$ cat config.mk
export PLATFORM = sky130hd
export DESIGN_NAME = mem_arbiter_axi
export DESIGN_NICKNAME = d
export VERILOG_FILES = /design/src/rtl/mem_arbiter_axi.sv
export SDC_FILE = /design/constraint.sdc
export NUM_CORES = 1
export LEC_CHECK = 0
export ABC_AREA = 1
export CAP_MARGIN = 40
export CORE_AREA = 2 2 173 175
export CTS_BUF_LIST = sky130_fd_sc_hd__clkbuf_8 sky130_fd_sc_hd__clkbuf_16
export CTS_CLUSTER_SIZE = 10
export DETAILED_ROUTE_END_ITERATION = 10
export DIE_AREA = 0 0 175 177
export SKIP_LAST_GASP = 1
export SYNTH_ARGS = -nofsm -noshare
export SYNTH_HDL_FRONTEND = slang
export SYNTH_SLANG_ARGS = --single-unit
$ cat constraint.sdc
create_clock -name CLK -period 6 [get_ports CLK]
set_clock_uncertainty 0.15 [all_clocks]
set_input_delay 1.8 -clock CLK [delete_from_list [all_inputs] [get_ports CLK]]
set_output_delay 1.8 -clock CLK [all_outputs]
set_load 0.05 [all_outputs]
$ cat src/rtl/mem_arbiter_axi.sv
// Two-master (instruction / data) arbiter in front of the AXI memory-access translator.
// Define MEM_ARB_ROUND_ROBIN_EN for I/D class alternation instead of fixed priority with starvation guard.
module mem_arbiter_axi #(
  parameter int unsigned STARVE_LIMIT = 4
) (
  input  logic        CLK,
  input  logic        RST,
  input  logic        I_RDEN,
  input  logic [31:0] I_RADDR,
  input  logic        I_STALL,
  output logic        I_RVALID,
  output logic [31:0] I_ROADDR,
  output logic [31:0] I_RDATA,
  input  logic        D_RDEN,
  input  logic [31:0] D_RADDR,
  input  logic        D_STALL,
  output logic        D_RVALID,
  output logic [31:0] D_ROADDR,
  output logic [31:0] D_RDATA,
  input  logic        D_WREN,
  input  logic [3:0]  D_WSTRB,
  input  logic [31:0] D_WADDR,
  input  logic [31:0] D_WDATA,
  output logic        D_WDONE,
  output logic        M_RSELECT,
  output logic        M_RDEN,
  output logic [31:0] M_RIADDR,
  input  logic [31:0] M_ROADDR,
  input  logic        M_RVALID,
  input  logic [31:0] M_RDATA,
  output logic        M_WSELECT,
  output logic        M_WREN,
  output logic [3:0]  M_WSTRB,
  output logic [31:0] M_WADDR,
  output logic [31:0] M_WDATA,
  output logic        M_STALL,
  input  logic        M_LOADING
);

  typedef enum logic [1:0] {S_IDLE, S_READ, S_RESP, S_WRITE} state_t;
  typedef enum logic {SRC_I = 1'b0, SRC_D = 1'b1} src_t;

  state_t      state, state_nx;
  src_t        src, src_nx;
  logic        rselect_nx, rden_nx, wselect_nx, wren_nx;
  logic [31:0] riaddr_nx, waddr_nx, wdata_nx;
  logic [3:0]  wstrb_nx;
  logic        grant_i, grant_dr, grant_dw;
  logic        d_req;

`ifdef MEM_ARB_ROUND_ROBIN_EN
  src_t last_grant, last_grant_nx;
`else
  localparam logic [3:0] LIMIT = STARVE_LIMIT[3:0];
  logic [3:0] starve_cnt, starve_cnt_nx;
`endif

  // Arbitration: only consulted in S_IDLE; write always beats read inside the D class.
  always_comb begin
    d_req = D_WREN || D_RDEN;
`ifdef MEM_ARB_ROUND_ROBIN_EN
    grant_i = I_RDEN && (!d_req || last_grant == SRC_D);
`else
    grant_i = I_RDEN && (!d_req || starve_cnt == LIMIT);
`endif
    grant_dw = !grant_i && D_WREN;
    grant_dr = !grant_i && !D_WREN && D_RDEN;
  end

`ifdef MEM_ARB_ROUND_ROBIN_EN
`else
  always_comb begin
    starve_cnt_nx = starve_cnt;
    if (!I_RDEN)
      starve_cnt_nx = '0;
    else if (state == S_IDLE && grant_i)
      starve_cnt_nx = '0;
    else if (state == S_IDLE && (grant_dr || grant_dw) && starve_cnt != LIMIT)
      starve_cnt_nx = starve_cnt + 4'd1;
  end
`endif

  always_comb begin
    M_STALL = 1'b0;
    if (state == S_RESP)
      M_STALL = (src == SRC_I) ? I_STALL : D_STALL;
  end

  always_comb begin
    I_RVALID = 1'b0;
    I_RDATA  = '0;
    I_ROADDR = '0;
    D_RVALID = 1'b0;
    D_RDATA  = '0;
    D_ROADDR = '0;
    if (state == S_RESP) begin
      if (src == SRC_I) begin
        I_RVALID = M_RVALID;
        I_RDATA  = M_RDATA;
        I_ROADDR = M_ROADDR;
      end else begin
        D_RVALID = M_RVALID;
        D_RDATA  = M_RDATA;
        D_ROADDR = M_ROADDR;
      end
    end
  end

  assign D_WDONE = (state == S_WRITE) && !M_LOADING;

  always_comb begin
    state_nx   = state;
    src_nx     = src;
    rselect_nx = M_RSELECT;
    rden_nx    = M_RDEN;
    riaddr_nx  = M_RIADDR;
    wselect_nx = M_WSELECT;
    wren_nx    = M_WREN;
    wstrb_nx   = M_WSTRB;
    waddr_nx   = M_WADDR;
    wdata_nx   = M_WDATA;
`ifdef MEM_ARB_ROUND_ROBIN_EN
    last_grant_nx = last_grant;
`endif
    case (state)
      S_IDLE: begin
        if (grant_i || grant_dr) begin
          state_nx   = S_READ;
          src_nx     = grant_i ? SRC_I : SRC_D;
          riaddr_nx  = grant_i ? I_RADDR : D_RADDR;
          rselect_nx = 1'b1;
          rden_nx    = 1'b1;
`ifdef MEM_ARB_ROUND_ROBIN_EN
          last_grant_nx = grant_i ? SRC_I : SRC_D;
`endif
        end else if (grant_dw) begin
          state_nx   = S_WRITE;
          src_nx     = SRC_D;
          waddr_nx   = D_WADDR;
          wdata_nx   = D_WDATA;
          wstrb_nx   = D_WSTRB;
          wselect_nx = 1'b1;
          wren_nx    = 1'b1;
`ifdef MEM_ARB_ROUND_ROBIN_EN
          last_grant_nx = SRC_D;
`endif
        end
      end
      S_READ: begin
        if (!M_LOADING) begin
          state_nx = S_RESP;
          rden_nx  = 1'b0;
        end
      end
      // Select stays up while the response is pending so the translator keeps routing it here.
      S_RESP: begin
        if (M_RVALID && !M_STALL) begin
          state_nx   = S_IDLE;
          rselect_nx = 1'b0;
        end
      end
      S_WRITE: begin
        if (!M_LOADING) begin
          state_nx   = S_IDLE;
          wselect_nx = 1'b0;
          wren_nx    = 1'b0;
        end
      end
      default: state_nx = S_IDLE;
    endcase
  end

  always_ff @(posedge CLK or posedge RST) begin
    if (RST) begin
      state     <= S_IDLE;
      src       <= SRC_I;
      M_RSELECT <= 1'b0;
      M_RDEN    <= 1'b0;
      M_RIADDR  <= '0;
      M_WSELECT <= 1'b0;
      M_WREN    <= 1'b0;
      M_WSTRB   <= '0;
      M_WADDR   <= '0;
      M_WDATA   <= '0;
`ifdef MEM_ARB_ROUND_ROBIN_EN
      last_grant <= SRC_D;
`else
      starve_cnt <= '0;
`endif
    end else begin
      state     <= state_nx;
      src       <= src_nx;
      M_RSELECT <= rselect_nx;
      M_RDEN    <= rden_nx;
      M_RIADDR  <= riaddr_nx;
      M_WSELECT <= wselect_nx;
      M_WREN    <= wren_nx;
      M_WSTRB   <= wstrb_nx;
      M_WADDR   <= waddr_nx;
      M_WDATA   <= wdata_nx;
`ifdef MEM_ARB_ROUND_ROBIN_EN
      last_grant <= last_grant_nx;
`else
      starve_cnt <= starve_cnt_nx;
`endif
    end
  end

endmodule

Yosys cells after proc, flatten, opt, wreduce, memory -nomap -nowiden
Cells that the tools add are included.
{ "op_classes": {"n_addsub": 1, "n_eq_ne": 13, "muxes": 34, "bitwise": 1, "n_reduce_logical": 30} }
{ "ops": {"columns": ["op", "n"], "rows": [
  ["$mux 32", 9],
  ["$mux 1", 13],
  ["$mux 4", 3],
  ["$mux 2", 5],
  ["$logic_and 1x1->1", 9],
  ["$reduce_and 3->1", 3],
  ["$ne 2x2->1 const B", 4],
  ["$pmux 2 s4", 1],
  ["$reduce_and 4->1", 2],
  ["$reduce_bool 2->1", 4],
  ["$pmux 1 s2", 3],
  ["$logic_not 1->1", 5],
  ["$add 4x1->4 const B", 1],
  ["$eq 2x2->1 const B", 2],
  ["$eq 4x3->1 const B", 1],
  ["$logic_or 1x1->1", 4],
  ["$ne 2x1->1 const B", 2],
  ["$ne 4x3->1 const B", 1],
  ["$reduce_and 2->1", 2],
  ["$ne 3x1->1 const B", 1],
  ["$ne 3x2->1 const B", 1],
  ["$eq 2x1->1 const B", 1],
  ["$logic_not 2->1", 1],
  ["$not 1->1", 1]
]} }
{ "word_totals": {"ff_bits": 110, "inputBits": 205} }

Depth between registers and ports, before layout
Gate-level depths: netlist (run 1).
{ "logic_depth": {"word_depth": 13, "mapped_depth": 11} }

Worst setup path before layout (run 1)
OpenSTA, ideal clock, no wires.
{ "synth_path": {"path_kind": "input -> output", "startpoint": "input port M_LOADING", "endpoint": "output port D_WDONE", "t_arrival_ns": 2.933, "required_time_ns": 4.050, "path_slack_ns": 1.117, "path_stages": 1, "path_cell_list": "nor3_1"} }
{ "synth_via": {"elab_chain_len": 2} }
{ "synth_rtl": {"columns": ["element", "line_no", "text"], "rows": [
  ["start: declaration", "37", "input logic M_LOADING"],
  ["$logic_not 1->1", null, null],
  ["$logic_and 1x1->1", "109", "assign D_WDONE = (state == S_WRITE) && !M_LOADING;"],
  ["end: declaration", "24", "output logic D_WDONE,"]
]} }
No other way between the ends.

Final worst setup path (run 1)
Ends and elaborated chain as after synthesis.

==> run summary, run 1 <==
The flow ran to the end, and the final reports show no timing, DRC or antenna violations. The total half-perimeter wirelength after legalization and detailed placement is 20,100 um. The number of nets with antenna violations after routing is 0. The number of warning messages in the yosys log is 0. Of the cells placed in the final design, the portion with a size suffix greater than 1 is 0.0301. The number of filler cells placed in the layout came out at 3,024. 441 I/O pins were placed. The share of the clock period used by the worst path is 0.892. Counting flops and latches in the post-synthesis netlist gives 110. For the worst-skew pair, the clock arrives at the later sink with an insertion delay of 0.36 ns. The number of buffers inserted by port buffering came out at 440. The floorplan die height came out at 177 um. The peak ir drop on the vdd network is 211 uV. The number of global-route vias before repair is 6,170. The share of synthesized area in the top cell type comes to 0.483. The post-CTS repair timing setup buffer count is 0.

The number of clock buffers added by TritonCTS is 9. The area occupied by multi-input gates is 2150 um2. The path with the worst hold slack has its endpoint at M_RIADDR[24]. The number of flops mapped to enable cells by yosys came out at 0.

The tightest hold margin is 0.321 ns. The initialized floorplan defines 63 standard-cell rows. The number of different library cells used by synthesis comes to 24. The H-tree was split into 3 levels. Setup repair after global routing left no endpoint under its margin.

The main combinational cell family by area after synthesis is simple AND/OR/NAND/NOR gates. The count of clock tree sinks came out at 110. The worst hold path belongs to the class flop to flop. The post-route cell area is 10,700 um2. The count of instances resized after the clock tree is built came out at 0. The overall track demand over capacity in global routing came out at 0.156. Of all nets on the critical path, the largest fanout is 2. Across all register-to-register paths, the minimum setup slack is 2.76 ns. The average via count per standard cell came out at 3.90. In this run the static leakage power is 5.21 nW. The fraction of the mapped netlist area in simple logic gates is 0.298. The total wirelength of the detailed-routed design came out at 24,800 um. The number of buffers inserted by hold repair at cts is 0. The number of antenna violations at the first check in global routing is 8. In this run the critical register-to-register path is captured at M_WADDR[6]. The via count came out at 6,341. In this run the most critical hold path is launched from M_RIADDR[24]. At the end of the flow the core is filled with cells to 0.366. The worst reg2reg path depth is 8.

In the post-synthesis netlist, the biggest area contributors are sky130_fd_sc_hd__dfrtp_1, sky130_fd_sc_hd__nand2_1, sky130_fd_sc_hd__inv_1. The clock period minus final worst setup slack came out at 5.35 ns. The horizontal die dimension is 175 um. The critical register-to-register path startpoint is starve_cnt[0]. The CTS tree is done. The net count of the finished layout is 1,433.

The final number of hold-violating endpoints was 0. Sorting the synthesized cells by how often they occur yields sky130_fd_sc_hd__nand2_1, sky130_fd_sc_hd__inv_1, sky130_fd_sc_hd__nor2_1. The clock root buffer is sky130_fd_sc_hd__clkbuf_16. Yosys instantiated no cell more often than sky130_fd_sc_hd__nand2_1. The hold path depth is 2. The synthesized-area fraction occupied by ao, oa, aoi and oai cells came out at 0.0684. The worst setup path is launched from a primary input. Of the total synthesized cell area, the portion taken by full adders, half adders and majority gates is 0.00439. The routed wirelength normalized by instance count is 15.3 um. For this block, the initial DRC count from the detailed router was 325.

The mean instance size in the synthesized netlist came out at 7.01 um2. The congestion estimate from routability-driven global placement came to 0.818. The setup violation total in the final timing report is 0. STA puts the critical path data required time at 4.05 ns. The global-route wire length before repair is 36,400 um.

The total die area is 31,000 um2. The max-capacitance violation count came out at 0. Counting flops with an async set or reset pin after synthesis yields a share of 1.00. Static timing analysis puts the maximum clock frequency at 0.187 GHz. Tracing the worst setup path back leads to its startpoint at M_LOADING.

After detailed placement, the total cell area comes to 10,400 um2. The sequential cell area in the final layout came out at 2750 um2. For this configuration, the core starts out at a cell density of 0.195. The most used flip-flop cell after synthesis is sky130_fd_sc_hd__dfrtp_1. The number of optimization iterations in the first detailed-route pass came out at 5. The library cell with the largest summed area after synthesis is sky130_fd_sc_hd__dfrtp_1. The remaining routing DRC violations came out at 0. The number of pins exceeding their max-slew limit in the final report came to 0. The synthesized cell area came out at 5700 um2. The multiplexer share of the synthesized area is 0.

The area share of xor/xnor cells in the synthesized design came out at 0.00307. After clock tree synthesis, the clock-pin slew on the worst setup and hold paths is 0.07 ns. The number of nets handed over by synthesis was 1,021.

The area growth from synthesis to layout is 87.9%. The largest buffer count on any clock path is 2. The core area is 29,200 um2. The total overflow reported by the global router is 0. The worst setup path is captured at an output pin. The ratio of total power to cell area came out at 511 nW/um2. After routing, the total negative slack on setup checks comes to 0 ns. The number of cells produced by synthesis came out at 814.

At the pin with the least slew margin, the transition time is 0.801 ns. The share of the Yosys chip area taken by registers is 0.483. The critical path data arrival time came out at 3.40 ns. Entering global routing, the biggest net connects 91 pins. The critical path is of the primary input to output pin type. The relative slew slack came out at 0.466.
sequential cells by signal, indices dropped and copies added (netlist names):
register,count
M_RIADDR,32
M_WADDR,32
M_WDATA,32
M_WSTRB,4
starve_cnt,4
state,2
M_RDEN,1
M_RSELECT,1
M_WREN,1
src,1
area by class of cell:
cell class,count,share of cell area
Antenna cell,5,0.00117
Clock buffer,9,0.0210
Clock inverter,7,0.00595
Inverter,147,0.0517
Multi-Input combinational cell,510,0.200
Sequential cell,110,0.257
Tap cell,390,0.0455
Timing Repair Buffer,448,0.418
power breakdown:
group	internal, mW	switching [mW]
clock network	0.294	0.318
logic	1.12	2.48
registers	1.08	0.187
metal layers:
metal	wire [um]	track usage	vias up
met1	8940	0.160	2825
li1	-	-	3216
met5	11	0	-
met2	13500	0.297	264
met4	799	0.0715	2
met3	1590	0.0357	34
logic make-up after synthesis:
kind of cell,after synthesis
AND/OR/NAND/NOR,431
flip-flops,110
buffers and inverters,194
adder cells (fa/ha/maj),2
XOR/XNOR,2
AO/OA/AOI/OAI,75
worst max-delay path by stage:
stage                        end  slack, ns  cells after the start
floorplan                D_WDONE       1.12                      1
global placement    D_ROADDR[25]       0.62                      4
detailed placement       D_WDONE       0.61                      3
CTS                      D_WDONE       0.61                      3
global route             D_WDONE       0.56                      3
finish                   D_WDONE       0.65                      3
cell usage in the layout, fill, tap and decap left out, types with 8 or more instances in the layout:
cell	count
sky130_fd_sc_hd__nand2_1	246
sky130_fd_sc_hd__clkbuf_16	9
sky130_fd_sc_hd__inv_1	142
sky130_fd_sc_hd__o21ai_1	30
sky130_fd_sc_hd__dfrtp_1	110
sky130_fd_sc_hd__o21ai_0	41
sky130_fd_sc_hd__buf_4	8
sky130_fd_sc_hd__nand3_1	38
sky130_fd_sc_hd__clkdlybuf4s50_1	439
sky130_fd_sc_hd__nor2_1	136
worst max-delay path, stage by stage:
cell	delay (ns)
sky130_fd_sc_hd__clkdlybuf4s50_1	0.45
sky130_fd_sc_hd__nor3_1	0.28
sky130_fd_sc_hd__clkdlybuf4s50_1	0.88
through the flow:
step / power (mW) / cells / worst slack [ns]
2_1_floorplan: 3.59 / 814 / 1.12
3_3_place_gp: 4.87 / 1604 / 0.620
3_5_place_dp: 4.91 / 1605 / 0.614
4_1_cts: 5.55 / 1621 / 0.608
5_1_grt: 5.77 / 1626 / 0.562
6_report: 5.47 / 1626 / 0.646
Note: power is estimated with default switching activity, not from simulation.
==> run 2, diff against run 1 <==
--- a/config.mk
+++ b/config.mk
@@ -12,6 +12,7 @@
 export CTS_CLUSTER_SIZE = 10
 export DETAILED_ROUTE_END_ITERATION = 10
 export DIE_AREA = 0 0 175 177
+export GPL_ROUTABILITY_DRIVEN = 0
 export SKIP_LAST_GASP = 1
 export SYNTH_ARGS = -nofsm -noshare
 export SYNTH_HDL_FRONTEND = slang
==> results of run 2 <==
The final DEF is identical to that of run 1; final timing and power are the same.
==> run 3, diff against run 2 <==
--- a/config.mk
+++ b/config.mk
@@ -13,6 +13,7 @@
 export DETAILED_ROUTE_END_ITERATION = 10
 export DIE_AREA = 0 0 175 177
 export GPL_ROUTABILITY_DRIVEN = 0
+export PLACE_DENSITY_LB_ADDON = 0.05
 export SKIP_LAST_GASP = 1
 export SYNTH_ARGS = -nofsm -noshare
 export SYNTH_HDL_FRONTEND = slang
==> constraint.sdc (replaced) <==
create_clock -name CLK -period 6.05 [get_ports CLK]
set_clock_uncertainty 0.15 [all_clocks]
set_input_delay 1.815 -clock CLK [delete_from_list [all_inputs] [get_ports CLK]]
set_output_delay 1.815 -clock CLK [all_outputs]
set_load 0.05 [all_outputs]
==> run 3 against run 2 <==
Via count is 2.5% lower. Sequential share of layout area is 0.069 points lower. Highest routed layer is now met4. Critical path type unchanged. Combinational power hardly changed. Largest cell class unchanged. Largest power group unchanged.
==> run summary, run 3 (synthesis gave the netlist of run 1 again) <==
The number of global-route vias before repair was 6,054. The total negative slack for setup checks came out at 0 ns. The largest individual stage delay along the critical path comes from the cell sky130_fd_sc_hd__clkdlybuf4s50_1. Following the worst setup path forward leads to its endpoint at D_RVALID. The CTS tree is done. At the pin with the least slew margin, the transition time is 0.713 ns. The worst setup path is launched from a primary input. The die is 177 um tall. The boundary pin count is 441. The horizontal die dimension came out at 175 um. The global-route wire length before repair came out at 37,300 um. The total overflow reported by the global router came out at 0.

The number of optimization iterations in the first detailed-route pass came out at 4. The routed wirelength normalized by instance count came out at 15.8 um. Buffers placed on the I/O ports in this run total 440. The largest registers in the layout are M_RIADDR x32, M_WADDR x32, M_WDATA x32. The fraction of layout cells with a size suffix above 1 came out at 0.0324. The pin count of the biggest net entering global routing is 83. The run finished with clean final reports. The post-route cell area came out at 10,700 um2.

The root buffer cell chosen for the clock tree is sky130_fd_sc_hd__clkbuf_16. Summed over all layers, the routed wires come to 25,700 um. The critical path start-end classification is primary input to output pin. The final number of hold-violating endpoints is 0.

The number of nets in the final layout is 1,435. The clock-pin slew on the worst setup and hold paths came out at 0.08 ns. The static power due to leakage came out at 5.22 nW. The post-CTS repair timing setup buffer count came out at 0. The total number of placement rows came out at 63. The type of destination of the critical path is an output pin. The worst-path maximum fanout is 2.

The startpoint identified for the worst hold timing path is M_RIADDR[3]. The cell area after placement came out at 10,400 um2. The top cell types in the final layout, fill and taps aside, are sky130_fd_sc_hd__clkdlybuf4s50_1, sky130_fd_sc_hd__nand2_1, sky130_fd_sc_hd__inv_1.

In the finished design, the share of the clock period the worst path needs comes to 0.885. The number of pins exceeding their max-slew limit in the final report is 0. The path class of the tightest hold or removal check is flop to flop. After clock tree synthesis, the flow added hold-fix buffers numbering 0. For the worst setup path, the data required time is 4.09 ns. The total number of cells along the worst setup path is 4. Across every metal layer, demand over resource in global routing totals 0.161.

The endpoint identified for the worst register-to-register timing path is M_WADDR[23]. The average via count per standard cell is 3.80. Headroom to the max-slew limit came out at 0.524. The cell repeated most along the worst path is sky130_fd_sc_hd__clkdlybuf4s50_1.

In this run the number of H-tree levels came out at 3. The ratio of total power to cell area came out at 505 nW/um2. The peak ir drop on the vdd network is 195 uV. Grouping stages by cell kind, the critical path spends the most delay in buffers and inverters. The worst path buffer plus inverter count came out at 3.

The slack of the worst reg-to-reg path is 3.09 ns. In this run the critical register-to-register path is launched from starve_cnt[0]. Traced cell by cell, the critical path runs through clkdlybuf4s50_1 -> inv_1 -> nor2_1 -> clkdlybuf4s50_1. The setup violation total in the final timing report is 0. The layout has 3,126 filler cells. The largest stage delay on the critical path is 0.82 ns. The origin of the worst setup path is M_RVALID. The via count came out at 6,180. The initial standard-cell utilization of the core is 0.195. The achievable frequency is 0.187 GHz. The largest buffer count on any clock path is 2. Summed over all nets, the half-perimeter wirelength after detailed placement is 20,300 um. The TritonCTS buffer count came out at 9. Counting every sink on the clock net gives 110. The worst path needs 5.35 ns of the cycle, external delays included.

The critical path data arrival time came out at 3.39 ns. The first routing iteration left 199 violations. Hold timing on the final database bottoms out at a slack of 0.321 ns. Measured in cells, the most critical reg-to-reg path has a length of 9.

The number of antenna violations at the first check in global routing came to 3. For this run, design rule violations remaining after detail routing come to 0. Setup repair after global routing left no endpoint under its margin. Across the run, the number of max-cap violations was 0. The core area came out at 29,200 um2. The area growth from synthesis to layout is 88.4%. Leaving out fill and tap cells, the most frequent cell in the layout is sky130_fd_sc_hd__clkdlybuf4s50_1.

The clock network latency to the later pin of the worst-skew pair is 0.35 ns. The count of instances resized after the clock tree is built came out at 0. The number of nets with antenna violations after routing is 0. The total die area came out at 31,000 um2.
==> run 3: worst register-to-register path: cells and delay by family (launching register included) <==
kind	cells	cell delay [ns]
adder cells (fa/ha/maj)	1	0.15
AND/OR/NAND/NOR	4	0.64
flip-flops	1	0.40
AO/OA/AOI/OAI	1	0.23
buffers and inverters	3	1.24
==> run 3: how the worst min path moves through the flow <==
stage          depth (start not counted)            to  slack (ns)
6_report                               2   M_RIADDR[3]        0.32
5_1_grt                                2  M_RIADDR[31]        0.35
4_1_cts                                2   M_RIADDR[3]        0.33
3_5_place_dp                           2   M_RIADDR[3]        0.31
3_3_place_gp                           2   M_RIADDR[9]        0.30
2_1_floorplan                          2      state[1]        0.33
==> run 3: cell type report <==
class,instances,area [um2],share of cell area
Tap cell,390,488,0.0454
Clock inverter,7,75.1,0.00699
Multi-Input combinational cell,510,2150,0.200
Antenna cell,3,7.51,0.000699
Inverter,147,554,0.0516
Timing Repair Buffer,450,4500,0.418
Clock buffer,9,225,0.0210
Sequential cell,110,2750,0.256
==> run 3: power by group <==
group | switching [mW] | internal (mW) | leakage, nW
logic | 2.47 | 1.10 | 3.70
registers | 0.176 | 1.07 | 1.37
clock network | 0.318 | 0.294 | 0.148
total | 2.97 | 2.46 | 5.22
==> run 3: layer usage <==
layer / part of all wire / wire (um) / GRT usage
met1: 0.38 / 9720 / 0.170
met2: 0.53 / 13600 / 0.303
met3: 0.074 / 1910 / 0.0464
met4: 0.020 / 505 / 0.0566
met5: 0 / 0 / 0
==> run 3: stage by stage <==
| step | utilization | worst slack, ns | instances | power (mW) |
|---|---|---|---|---|
| floorplan | - | 1.14 | 814 | 3.56 |
| global placement | 0.356 | 0.668 | 1606 | 4.88 |
| detailed placement | 0.357 | 0.662 | 1607 | 4.88 |
| CTS | 0.367 | 0.659 | 1623 | 5.52 |
| global route | 0.367 | 0.629 | 1626 | 5.74 |
| finish | 0.367 | 0.697 | 1626 | 5.43 |
